===== config.mk =====
export PLATFORM = sky130hd
export DESIGN_NAME = inst_prefetcher_flat
export DESIGN_NICKNAME = d
export VERILOG_FILES = /design/src/rtl/inst_prefetcher_pkg.sv /design/src/rtl/inst_prefetcher_if.sv /design/src/rtl/inst_prefetcher_fifo.sv /design/src/rtl/inst_prefetcher.sv /design/src/flat_wrapper.sv
export SDC_FILE = /design/constraint.sdc
export NUM_CORES = 1
export LEC_CHECK = 0
export ABC_CLOCK_PERIOD_IN_PS = 2900
export CAP_MARGIN = 20
export CORE_MARGIN = 4
export CORE_UTILIZATION = 53
export CTS_BUF_LIST = sky130_fd_sc_hd__clkbuf_16
export CTS_CLUSTER_SIZE = 16
export DETAILED_ROUTE_END_ITERATION = 7
export PLACE_DENSITY = 0.84
export SYNTH_ARGS = -nofsm -noshare
export SYNTH_HDL_FRONTEND = slang
export SYNTH_HIERARCHICAL = 1
export SYNTH_SLANG_ARGS = --single-unit

===== constraint.sdc =====
create_clock -name clk -period 2.9 [get_ports clk]
set_clock_uncertainty 0.15 [all_clocks]
set_input_delay 0.435 -clock clk [delete_from_list [all_inputs] [get_ports clk]]
set_output_delay 0.435 -clock clk [all_outputs]
set_load 0.005 [all_outputs]

===== src/rtl/inst_prefetcher_pkg.sv =====
// inst_prefetcher_pkg
//   Shared constants and types for the instruction prefetcher:
//   PC/word widths, request FSM state encoding, pointer-width helper.
package inst_prefetcher_pkg;

  localparam int REG_BITS = 8;
  localparam int PC_W     = 2 * REG_BITS;  // architectural PC and word address width
  localparam int WORD_W   = 16;            // instruction word width

  typedef enum logic [1:0] {
    ST_IDLE = 2'd0,  // no request in progress
    ST_REQ  = 2'd1,  // request presented, waiting for fetch_req_ready
    ST_WAIT = 2'd2   // request accepted, waiting for the response strobe
  } req_state_t;

  // Index width for a circular structure of the given depth (min 1 bit).
  function automatic int ptr_w(input int depth);
    return (depth > 1) ? $clog2(depth) : 1;
  endfunction

endpackage


===== src/rtl/inst_prefetcher_if.sv =====
// inst_prefetcher_if
//   Memory-side fetch bus of the instruction prefetcher.
//   master (prefetcher): fetch_req_valid, fetch_addr out; fetch_req_ready,
//                        fetch_data_valid, fetch_data in.
//   slave  (memory)    : the mirror image.
//
// Handshake: a request transfers in the cycle where fetch_req_valid and
// fetch_req_ready are both high; fetch_addr is held stable while
// fetch_req_valid is high and not yet accepted (the only exception is a PC
// commit in the discard-enabled build, which may withdraw an unaccepted
// request). At most one request is outstanding; its response is a
// single-cycle fetch_data_valid strobe with fetch_data, with no back-pressure.
interface inst_prefetcher_if;
  import inst_prefetcher_pkg::*;

  logic              fetch_req_valid;
  logic [PC_W-1:0]   fetch_addr;
  logic              fetch_req_ready;
  logic              fetch_data_valid;
  logic [WORD_W-1:0] fetch_data;

  modport master (
    output fetch_req_valid, fetch_addr,
    input  fetch_req_ready, fetch_data_valid, fetch_data
  );

  modport slave (
    input  fetch_req_valid, fetch_addr,
    output fetch_req_ready, fetch_data_valid, fetch_data
  );

endinterface


===== src/rtl/inst_prefetcher_fifo.sv =====
// prefetch_fifo
//   DEPTH x W circular instruction queue.
//   clk, reset : clock, synchronous active-high reset
//   push/wr_data : append a word (caller guarantees not full)
//   pop          : drop the head (caller guarantees not empty)
//   keep_head    : drop every entry except the head; combined with pop the
//                  queue ends empty. push is ignored in a keep_head cycle.
//   head         : head word, 0 when empty
//   count        : number of valid entries
module prefetch_fifo
  import inst_prefetcher_pkg::*;
#(
  parameter int DEPTH = 2,
  parameter int W     = 16,
  localparam int CNT_W = $clog2(DEPTH + 1)
) (
  input  logic             clk,
  input  logic             reset,
  input  logic             push,
  input  logic [W-1:0]     wr_data,
  input  logic             pop,
  input  logic             keep_head,
  output logic [W-1:0]     head,
  output logic [CNT_W-1:0] count
);

  localparam int PTR_W = ptr_w(DEPTH);

  logic [W-1:0]     mem [DEPTH];
  logic [PTR_W-1:0] rd_ptr;
  logic [PTR_W-1:0] wr_ptr;

  function automatic logic [PTR_W-1:0] inc(input logic [PTR_W-1:0] p);
    return (p == PTR_W'(DEPTH - 1)) ? '0 : p + 1'b1;
  endfunction

  always_ff @(posedge clk) begin
    if (reset) begin
      rd_ptr <= '0;
      wr_ptr <= '0;
      count  <= '0;
      for (int i = 0; i < DEPTH; i++) mem[i] <= '0;
    end else if (keep_head) begin
      // Flush: rewind the write pointer to just behind the head.
      if (pop) begin
        rd_ptr <= inc(rd_ptr);
        wr_ptr <= inc(rd_ptr);
        count  <= '0;
      end else if (count != '0) begin
        wr_ptr <= inc(rd_ptr);
        count  <= CNT_W'(1);
      end
    end else begin
      if (push) begin
        mem[wr_ptr] <= wr_data;
        wr_ptr      <= inc(wr_ptr);
      end
      if (pop) rd_ptr <= inc(rd_ptr);
      case ({push, pop})
        2'b10:   count <= count + 1'b1;
        2'b01:   count <= count - 1'b1;
        default: ;
      endcase
    end
  end

  assign head = (count != '0) ? mem[rd_ptr] : '0;

endmodule


===== src/rtl/inst_prefetcher.sv =====
// inst_prefetcher
//   Instruction prefetch stage feeding the decoder. Fetches 16-bit words
//   into a QUEUE_DEPTH queue, presents the head, owns the architectural PC
//   (serial read/write NSHIFT bits at a time) and redirects fetch on commit.
//   Optional build macro: PREFETCH_DISCARD_EN allows a commit while a request
//   is in REQ or WAIT (request withdrawn / stale response discarded).
// Ports:
//   clk, reset         clock, synchronous active-high reset
//   inst_valid, inst   queue head and its valid
//   inst_done          decoder pops the head
//   imm_data_in        immediate chunk of inst[7:0] at imm_ptr
//   next_imm_data      advance imm_ptr
//   block_prefetch     suppress new requests
//   write_pc           write pc chunk comp_counter with pc_data_out
//   ext_pc_next        commit pc, redirect fetch, flush all but head
//   comp_counter       pc chunk index for reads/writes
//   prefetch_idle      no request pending or outstanding
//   pc_data_out/in     serial pc write data / read data
//   fbus               memory fetch bus (master side)
//   fetch_state        request FSM state, for observation
module inst_prefetcher
  import inst_prefetcher_pkg::*;
#(
  parameter int              NSHIFT      = 2,
  parameter int              QUEUE_DEPTH = 2,
  parameter logic [PC_W-1:0] RESET_PC    = '0
) (
  input  logic               clk,
  input  logic               reset,
  output logic               inst_valid,
  output logic [WORD_W-1:0]  inst,
  input  logic               inst_done,
  output logic [NSHIFT-1:0]  imm_data_in,
  input  logic               next_imm_data,
  input  logic               block_prefetch,
  input  logic               write_pc,
  input  logic               ext_pc_next,
  input  logic [2:0]         comp_counter,
  output logic               prefetch_idle,
  input  logic [NSHIFT-1:0]  pc_data_out,
  output logic [NSHIFT-1:0]  pc_data_in,
  inst_prefetcher_if.master  fbus,
  output req_state_t         fetch_state
);

  localparam int CNT_W      = $clog2(QUEUE_DEPTH + 1);
  localparam int IMM_CHUNKS = 8 / NSHIFT;
  localparam int IMM_W      = ptr_w(IMM_CHUNKS);

  req_state_t       state, state_next;
  logic [PC_W-1:0]  pc, pc_next;
  logic [PC_W-1:0]  fetch_ptr;
  logic             outstanding;
  logic             stale_head;
  logic [IMM_W-1:0] imm_ptr;
  logic [CNT_W-1:0] count;
  logic             pop, push, rsp, accept, room;

  assign inst_valid = (count != '0);
  assign pop        = inst_done && inst_valid;
  assign rsp        = (state == ST_WAIT) && fbus.fetch_data_valid;
  assign accept     = (state == ST_REQ) && fbus.fetch_req_ready;
  assign room       = (int'(count) + int'(outstanding)) < QUEUE_DEPTH;

`ifdef PREFETCH_DISCARD_EN
  logic discard;
  // A response arriving in the commit cycle belongs to the old stream.
  assign push = rsp && !discard && !ext_pc_next;

  always_ff @(posedge clk) begin
    if (reset) begin
      discard <= 1'b0;
    end else if (ext_pc_next &&
                 ((state == ST_WAIT && !fbus.fetch_data_valid) || accept)) begin
      discard <= 1'b1;
    end else if (rsp) begin
      discard <= 1'b0;
    end
  end
`else
  assign push = rsp;

  commit_only_when_idle: assert property (
    @(posedge clk) disable iff (reset) ext_pc_next |-> prefetch_idle);
`endif

  prefetch_fifo #(.DEPTH(QUEUE_DEPTH), .W(WORD_W)) u_fifo (
    .clk       (clk),
    .reset     (reset),
    .push      (push),
    .wr_data   (fbus.fetch_data),
    .pop       (pop),
    .keep_head (ext_pc_next),
    .head      (inst),
    .count     (count)
  );

  // Request FSM
  always_ff @(posedge clk) begin
    if (reset) state <= ST_IDLE;
    else       state <= state_next;
  end

  always_comb begin
    state_next = state;
    unique case (state)
      // No new request in a commit cycle: fetch_ptr is not yet redirected.
      ST_IDLE: if (!block_prefetch && !ext_pc_next && room) state_next = ST_REQ;
      ST_REQ: begin
        if (fbus.fetch_req_ready) state_next = ST_WAIT;
`ifdef PREFETCH_DISCARD_EN
        else if (ext_pc_next)     state_next = ST_IDLE;
`endif
      end
      ST_WAIT: if (fbus.fetch_data_valid) state_next = ST_IDLE;
      default: state_next = ST_IDLE;
    endcase
  end

  assign fbus.fetch_req_valid = (state == ST_REQ);
  assign fbus.fetch_addr      = fetch_ptr;
  assign prefetch_idle        = (state == ST_IDLE) && !outstanding;
  assign fetch_state          = state;

  always_ff @(posedge clk) begin
    if (reset) begin
      fetch_ptr   <= RESET_PC;
      outstanding <= 1'b0;
    end else begin
      if (ext_pc_next) fetch_ptr <= pc;
      else if (accept) fetch_ptr <= fetch_ptr + 1'b1;
      if (accept)   outstanding <= 1'b1;
      else if (rsp) outstanding <= 1'b0;
    end
  end

  // PC: a pop advances it unless the head was already jumped past
  // (stale_head) or a commit in the same cycle supplies the new value.
  always_comb begin
    pc_next = pc;
    if (pop && !stale_head && !ext_pc_next) pc_next = pc + 1'b1;
    if (write_pc) pc_next[comp_counter*NSHIFT +: NSHIFT] = pc_data_out;
  end

  always_ff @(posedge clk) begin
    if (reset) begin
      pc         <= RESET_PC;
      stale_head <= 1'b0;
      imm_ptr    <= '0;
    end else begin
      pc <= pc_next;
      if (ext_pc_next) stale_head <= inst_valid && !pop;
      else if (pop)    stale_head <= 1'b0;
      if (pop)
        imm_ptr <= '0;
      else if (next_imm_data)
        imm_ptr <= (imm_ptr == IMM_W'(IMM_CHUNKS - 1)) ? '0 : imm_ptr + 1'b1;
    end
  end

  assign imm_data_in = inst[imm_ptr*NSHIFT +: NSHIFT];
  assign pc_data_in  = pc[comp_counter*NSHIFT +: NSHIFT];

endmodule

===== src/flat_wrapper.sv =====
// flat-port wrapper written by rule: the top's interface ports become plain ports
module inst_prefetcher_flat import inst_prefetcher_pkg::*;
#(
  parameter int              NSHIFT      = 2,
  parameter int              QUEUE_DEPTH = 2,
  parameter logic [PC_W-1:0] RESET_PC    = '0
)
  (clk, reset, inst_valid, inst, inst_done, imm_data_in, next_imm_data, block_prefetch, write_pc, ext_pc_next, comp_counter, prefetch_idle, pc_data_out, pc_data_in, fetch_state, fbus_fetch_req_valid, fbus_fetch_addr, fbus_fetch_req_ready, fbus_fetch_data_valid, fbus_fetch_data);
  inst_prefetcher_if fbus_i ();
  input  logic clk;
  input  logic reset;
  output logic inst_valid;
  output logic [WORD_W-1:0] inst;
  input  logic inst_done;
  output logic [NSHIFT-1:0] imm_data_in;
  input  logic next_imm_data;
  input  logic block_prefetch;
  input  logic write_pc;
  input  logic ext_pc_next;
  input  logic [2:0] comp_counter;
  output logic prefetch_idle;
  input  logic [NSHIFT-1:0] pc_data_out;
  output logic [NSHIFT-1:0] pc_data_in;
  output req_state_t fetch_state;
  output wire logic [$bits(fbus_i.fetch_req_valid)-1:0] fbus_fetch_req_valid;
  output wire logic [$bits(fbus_i.fetch_addr)-1:0] fbus_fetch_addr;
  input wire logic [$bits(fbus_i.fetch_req_ready)-1:0] fbus_fetch_req_ready;
  input wire logic [$bits(fbus_i.fetch_data_valid)-1:0] fbus_fetch_data_valid;
  input wire logic [$bits(fbus_i.fetch_data)-1:0] fbus_fetch_data;
  assign fbus_fetch_req_valid = fbus_i.fetch_req_valid;
  assign fbus_fetch_addr = fbus_i.fetch_addr;
  assign fbus_i.fetch_req_ready = fbus_fetch_req_ready;
  assign fbus_i.fetch_data_valid = fbus_fetch_data_valid;
  assign fbus_i.fetch_data = fbus_fetch_data;
  inst_prefetcher #(.NSHIFT(NSHIFT), .QUEUE_DEPTH(QUEUE_DEPTH), .RESET_PC(RESET_PC)) u_core (.clk(clk), .reset(reset), .inst_valid(inst_valid), .inst(inst), .inst_done(inst_done), .imm_data_in(imm_data_in), .next_imm_data(next_imm_data), .block_prefetch(block_prefetch), .write_pc(write_pc), .ext_pc_next(ext_pc_next), .comp_counter(comp_counter), .prefetch_idle(prefetch_idle), .pc_data_out(pc_data_out), .pc_data_in(pc_data_in), .fbus(fbus_i), .fetch_state(fetch_state));
endmodule

Yosys cells after proc, flatten, opt, wreduce, memory -nomap -nowiden
Memory sizes are Yosys's and may differ from the RTL's. A register that Yosys moved wholly into a read port is not among the register bits.
Cells that the tools add are included.
- flip-flop bits (word level): 42
- memory bits (writable): 32
- memories kept: 1
- input port bits: 30
- logic and storage cells: 95
- output and inout bits: 41
- memories (name ; depth ; width ; rd ports ; clocked after Yosys merged registers in ; write ports ; line ; text):
    u_core.u_fifo.mem ; 2 ; 16 ; 1 ; 1 ; 2 ; inst_prefetcher_fifo.sv:29 ; logic [W-1:0] mem [DEPTH];
- order comparisons: 1
- reduce and logical (&&, ||, !) cells: 26
- multiplexer cells: 36
- add/subtract/negate cells: 9
- eq/ne operators: 9
- shifts and indexed selects: 4
- operators with widths (operator ; count):
    16-bit 2-to-1 mux ; 6
    4-bit negator with 34-bit output ; 1
    2-bit by 34-bit variable shift with 16-bit output, first input constant ; 1
    2-bit by 34-bit variable part select with 16-bit output ; 1
    16-bit by 1-bit adder with 16-bit output, second input constant ; 2
    32-bit by 3-bit less-than comparator with 1-bit output, second input constant ; 1
    1-bit 2-to-1 mux ; 20
    16-bit bitwise mux ; 1
    16-bit OR reduction ; 1
    16-bit by 4-bit variable part select with 2-bit output ; 1
    16-bit by 5-bit variable part select with 2-bit output ; 1
    2-bit 2-to-1 mux ; 7
    2-bit nonzero test ; 5
    1-bit logical AND ; 9
    2-bit == test, second input constant ; 3
    2-bit case mux with 3 select lines ; 1
    1-bit zero test ; 5
    2-bit by 1-bit adder with 2-bit output, second input constant ; 2
    2-bit by 1-bit == test with 1-bit output, second input constant ; 2
    2-bit by 1-bit != test with 1-bit output, second input constant ; 2
    2-bit case mux with 2 select lines ; 1
    2-bit AND reduction ; 2
    2-bit by 1-bit adder with 3-bit output ; 1
    3-bit by 1-bit != test with 1-bit output, second input constant ; 1
    other kinds (7) ; 8

Depth between registers and ports, before layout
Gate-level depths: netlist of the first run.
- depth after elaboration: 8
- mapped depth: 8

Hierarchy
Netlist of the first run, hierarchy kept.
- by module, submodules not included (module ; area an instance (um^2) ; cells an instance ; instances):
    inst_prefetcher ; 2379.8 ; 277 ; 1
    prefetch_fifo ; 1710.4 ; 135 ; 1

Worst setup path before layout of the first run
No wires, ideal clock.
- path kind: in2reg
- from: in comp_counter[0]
- to: reg u_core.pc[13]
- data arrival time: 2188 ps
- path buffers: 1
- library setup time: 134 ps
- stages: 8
- slack: 428 ps
- cells stage by stage: buf_2 > inv_1 > ha_1 > ha_1 > or4bb_1 > or2_2 > nor2_1 > a311oi_1
- cells in the longest elaborated chain, start to end: 4
- elaborated cells on any way between the ends: 5
- those cells by class: 1 x add/sub; 2 x shift; 2 x mux
- ends and longest elaborated chain (what ; line ; text):
    from (decl) ; flat_wrapper.sv:20 ; input logic [2:0] comp_counter;
    4-bit negator with 34-bit output (*) ; inst_prefetcher.sv:142 ; if (write_pc) pc_next[comp_counter*NSHIFT +: NSHIFT] = pc_data_out;
    2-bit by 34-bit variable part select with 16-bit output / 2-bit by 34-bit variable shift with 16-bit output (equally long branches) ; inst_prefetcher.sv:142 ;
    16-bit bitwise mux (*) ; inst_prefetcher.sv:142 ;
    16-bit 2-to-1 mux (*) ; inst_prefetcher.sv:142 ;
    to (signal assigned) ; inst_prefetcher.sv:151 ; pc <= pc_next;
    to (decl) ; inst_prefetcher.sv:51 ; logic [PC_W-1:0] pc, pc_next;
Every way passes the cells marked *; elsewhere a longest branch is shown, timed or not.
A chain may end at the register's enable or synchronous reset.

Worst setup path in the final report of the first run
- from: in comp_counter[0]
- to: out pc_data_in[0]
- cells in the longest elaborated chain, start to end: 1
- ends and longest elaborated chain (what ; line ; text):
    16-bit by 5-bit variable part select with 2-bit output ; inst_prefetcher.sv:162 ; assign pc_data_in = pc[comp_counter*NSHIFT +: NSHIFT];
    to (decl) ; flat_wrapper.sv:23 ; output logic [NSHIFT-1:0] pc_data_in;
No other way between the ends.

==> results of run 1 <==
## metrics by stage
step                total power (µW)  hold WS [ns]  instances
finish                          2740         0.372        597
floorplan                       1380         0.318        412
global placement                1540         0.332        581
global route                    2850         0.403        597
CTS                             2750         0.368        597
detailed placement              1550         0.360        581
## layer usage
metal  vias up  GRT usage  part of all wire
li1       1704          -                 -
met1      1686      0.320              0.45
met2       104      0.392              0.49
met3        14     0.0375             0.049
met4         0     0.0806             0.015
met5         -          0                 0
## power breakdown
part / internal, µW / total, µW / switching, µW
sequential: 1150 / 1190 / 47.9
combinational: 181 / 338 / 157
clock: 758 / 1200 / 445
## sequential cells by signal, summed over array words and instances (netlist names), named ones only
signal and flops:
u_core/fbus.fetch_addr 16, u_core/fetch_state 2, u_core/imm_ptr 2, u_core/outstanding 1
u_core/pc 16, u_core/stale_head 1, u_core/u_fifo/count 2, u_core/u_fifo/mem 32
u_core/u_fifo/rd_ptr 1, u_core/u_fifo/wr_ptr 1
## synth_stat cells (4+ instances only)
cell      instances
a211oi_1         14
a21o_1            6
a21oi_1          13
a311oi_1         10
and2_1           33
and4_1            4
buf_2             5
clkbuf_1         11
dfxtp_1          43
edfxtp_1         32
ha_1              6
inv_1            15
mux2i_1          18
mux4_2            5
nand2_1          20
nand3_1          12
nand4_1           6
nor2_1           48
nor2b_1           4
nor3_1            9
nor3b_1           7
nor4_1            5
o21ai_0           6
o31ai_1           4
or2_2             4
or3_1             4
or4_1             7
xnor2_1          11
xor2_1            9
## final cells by class
cell class,count,share of cell area
Clock buffer,9,0.0425
Clock inverter,7,0.0189
Inverter,15,0.0106
Multi-Input combinational cell,304,0.403
Sequential cell,75,0.344
Tap cell,99,0.0234
Timing Repair Buffer,88,0.158
## worst max-delay path: cells and delay by family
kind	cells	cell delay, ns
multiplexers	1	0.55
AND/OR/NAND/NOR	2	0.15
buffers and inverters	3	1.10
## worst paths after layout
kind | end | slack, ns | cells after the start | from
setup / recovery | pc_data_in[0] | 0.08 | 6 | comp_counter[0]
hold reg to reg | u_core/outstanding | 0.37 | 2 | u_core/outstanding
setup reg to reg | u_core/pc[14] | 0.55 | 5 | u_core/pc[1]
hold / removal | u_core/outstanding | 0.37 | 2 | u_core/outstanding
## logic make-up (layout without fill, tap and decap cells)
| kind of cell | Yosys count | count (layout) | share of synthesized area |
|---|---|---|---|
| AND/OR/NAND/NOR | 186 | 186 | 0.263 |
| flip-flops | 75 | 75 | 0.445 |
| AO/OA/AOI/OAI | 68 | 68 | 0.119 |
| buffers and inverters | 33 | 119 | 0.0336 |
| multiplexers | 24 | 24 | 0.0780 |
| XOR/XNOR | 20 | 20 | 0.0428 |
| adder cells (fa/ha/maj) | 6 | 6 | 0.0184 |
==> metrics.md, run 1 <==
| Metric | Value |
|---|---|
| Run status | finished, final reports clean |
| First-pass DRT Iterations | 4 |
| Antenna cell count | 0 |
| Asr flop ratio synth | 0 |
| CTS tree | built |
| Routed WL per cell | 17.3 µm |
| Max Cap Viol | 0 |
| Global-route wire length before repair | 16.8 mm |
| Clock Sinks | 75 |
| Critical-path cell list | clkdlybuf4s50_1, buf_4, mux4_1, nand2_1, nand2_1, clkdlybuf4s50_1 |
| Fin. max-slew vios | 0 |
| # port buffers | 70 |
| Final ANT Viol Nets | 0 |
| Core Rows | 31 |
| Total congestion overflow | 0 |
| Worst EP required | 2.32 ns |
| Layout Nets | 529 |
| Post CTS Setup Buffer Count | 0 |
| Startpoint Class | primary input |
| EDFF count, synth | 32 |
| Initial core utilization | 0.555 |
| Storage cell area | 1820 µm² |
| Sequential fraction of the synthesis area | 0.445 |
| Synth top area share | 0.235 |
| Crit Path Class | in -> out |
| Least-Margin Pin Slew | 0.680 ns |
| Synthesized area | around 4100 µm² |
| Vias in the first global route | between 3000 and 4000 |
| Clock slew at reported path FFs | approximately 0.060 ns |
| Clk root buf | clkbuf_16 |
| Post-CTS Hold Fix Bufs | 0 |
| Initial antenna violation count | 0 |
| Slowest Stage Delay on Critical Path | 0.55 ns |
| Achievable Freq | 0.355 GHz |
| Fill cell count | approximately 540 |
| Dpl hpwl | approximately 7.3 mm |
| Synth Area per Inst | slightly below 10 µm² |
| Clock latency on the worst-skew pair | 0.33 ns |
| WL final | 10.3 mm |
| Place WS | 0.0765 ns |
| RSZ-0062 raised after global routing | no |
| Mapped Nets | 448 |
| CP Capture Type | output port |
| Synth Flop Type | dfxtp_1 |
| Lkg Pwr | 0.00190 µW |
| Initial DRC count | approximately 220 |
| Worst path arrival time | 2.24 ns |
| Share of layout cells above drive strength 1 | 0.0984 |
| Die extent in x | 95.9 µm |
| I/O pin cnt | 71 |
| Largest net degree at the start of global routing | 43 |
| Setup TNS | 0 ns |
| Die area | 9190 µm² |
| Core area | between 7000 and 8000 µm² |
| Ranking of synthesized cells by area | edfxtp_1 (23%), dfxtp_1 (21%), and2_1 (5.0%), mux2i_1 (4.4%), nor2_1 (4.4%) |
| GRT Overall Usage | 0.238 |
| Area of the multi-input gates | 2130 µm² |
| Seq cells post-synth | 75 |
| P&R area growth vs syn | 29.4% |
| Final setup violation count | 0 |
| Final Hold Fails | 0 |
| Post-Synthesis Cells | 412 |
| Post-layout util | 0.718 |
| Synth area leader | edfxtp_1 |
| Most common cell after layout, fill and taps aside | clkdlybuf4s50_1 |
| Slew HR | 0.542 |
| Yosys warns | 6 |
| Hold Crit Class | reg -> reg |
| Crit-path max FO | 9 |
| DR DRC count | 0 |
| Peak VDD IR | 0.342 mV |
| Post-DP Area | 4970 µm² |
| Tcrit/Tclk final | 0.973 |
| CTS H-Tree Depth | 3 |
| Cts repair resizes | 0 |
| Vias per std cell | roughly 5.9 |
| Pwr Density | 517 nW/µm² |
| Highest-delay cell along the critical path | mux4_1 |
| Clock Path Buffers | 2 |
| TritonCTS Buffers | 9 |
| Final WS setup | 0.0792 ns |
| Post-synthesis cell type count | 60 |
| Commonest cells after routing, fill and taps aside | clkdlybuf4s50_1 (70), nor2_1 (48), dfxtp_1 (43) |
| Die height | ~96 µm |
| Fin area | 5290 µm² |
| Final Critical Period | 2.82 ns |
| DR vias | between 3000 and 4000 |
| Placer Congestion | about 0.91 |
Note: power is estimated with default switching activity, not from simulation.
==> run 2, diff against run 1 <==
CTS_CLUSTER_DIAMETER = 60   (was default)
==> results of run 2 <==
Final layout, timing and power as in run 1 (identical DEF).
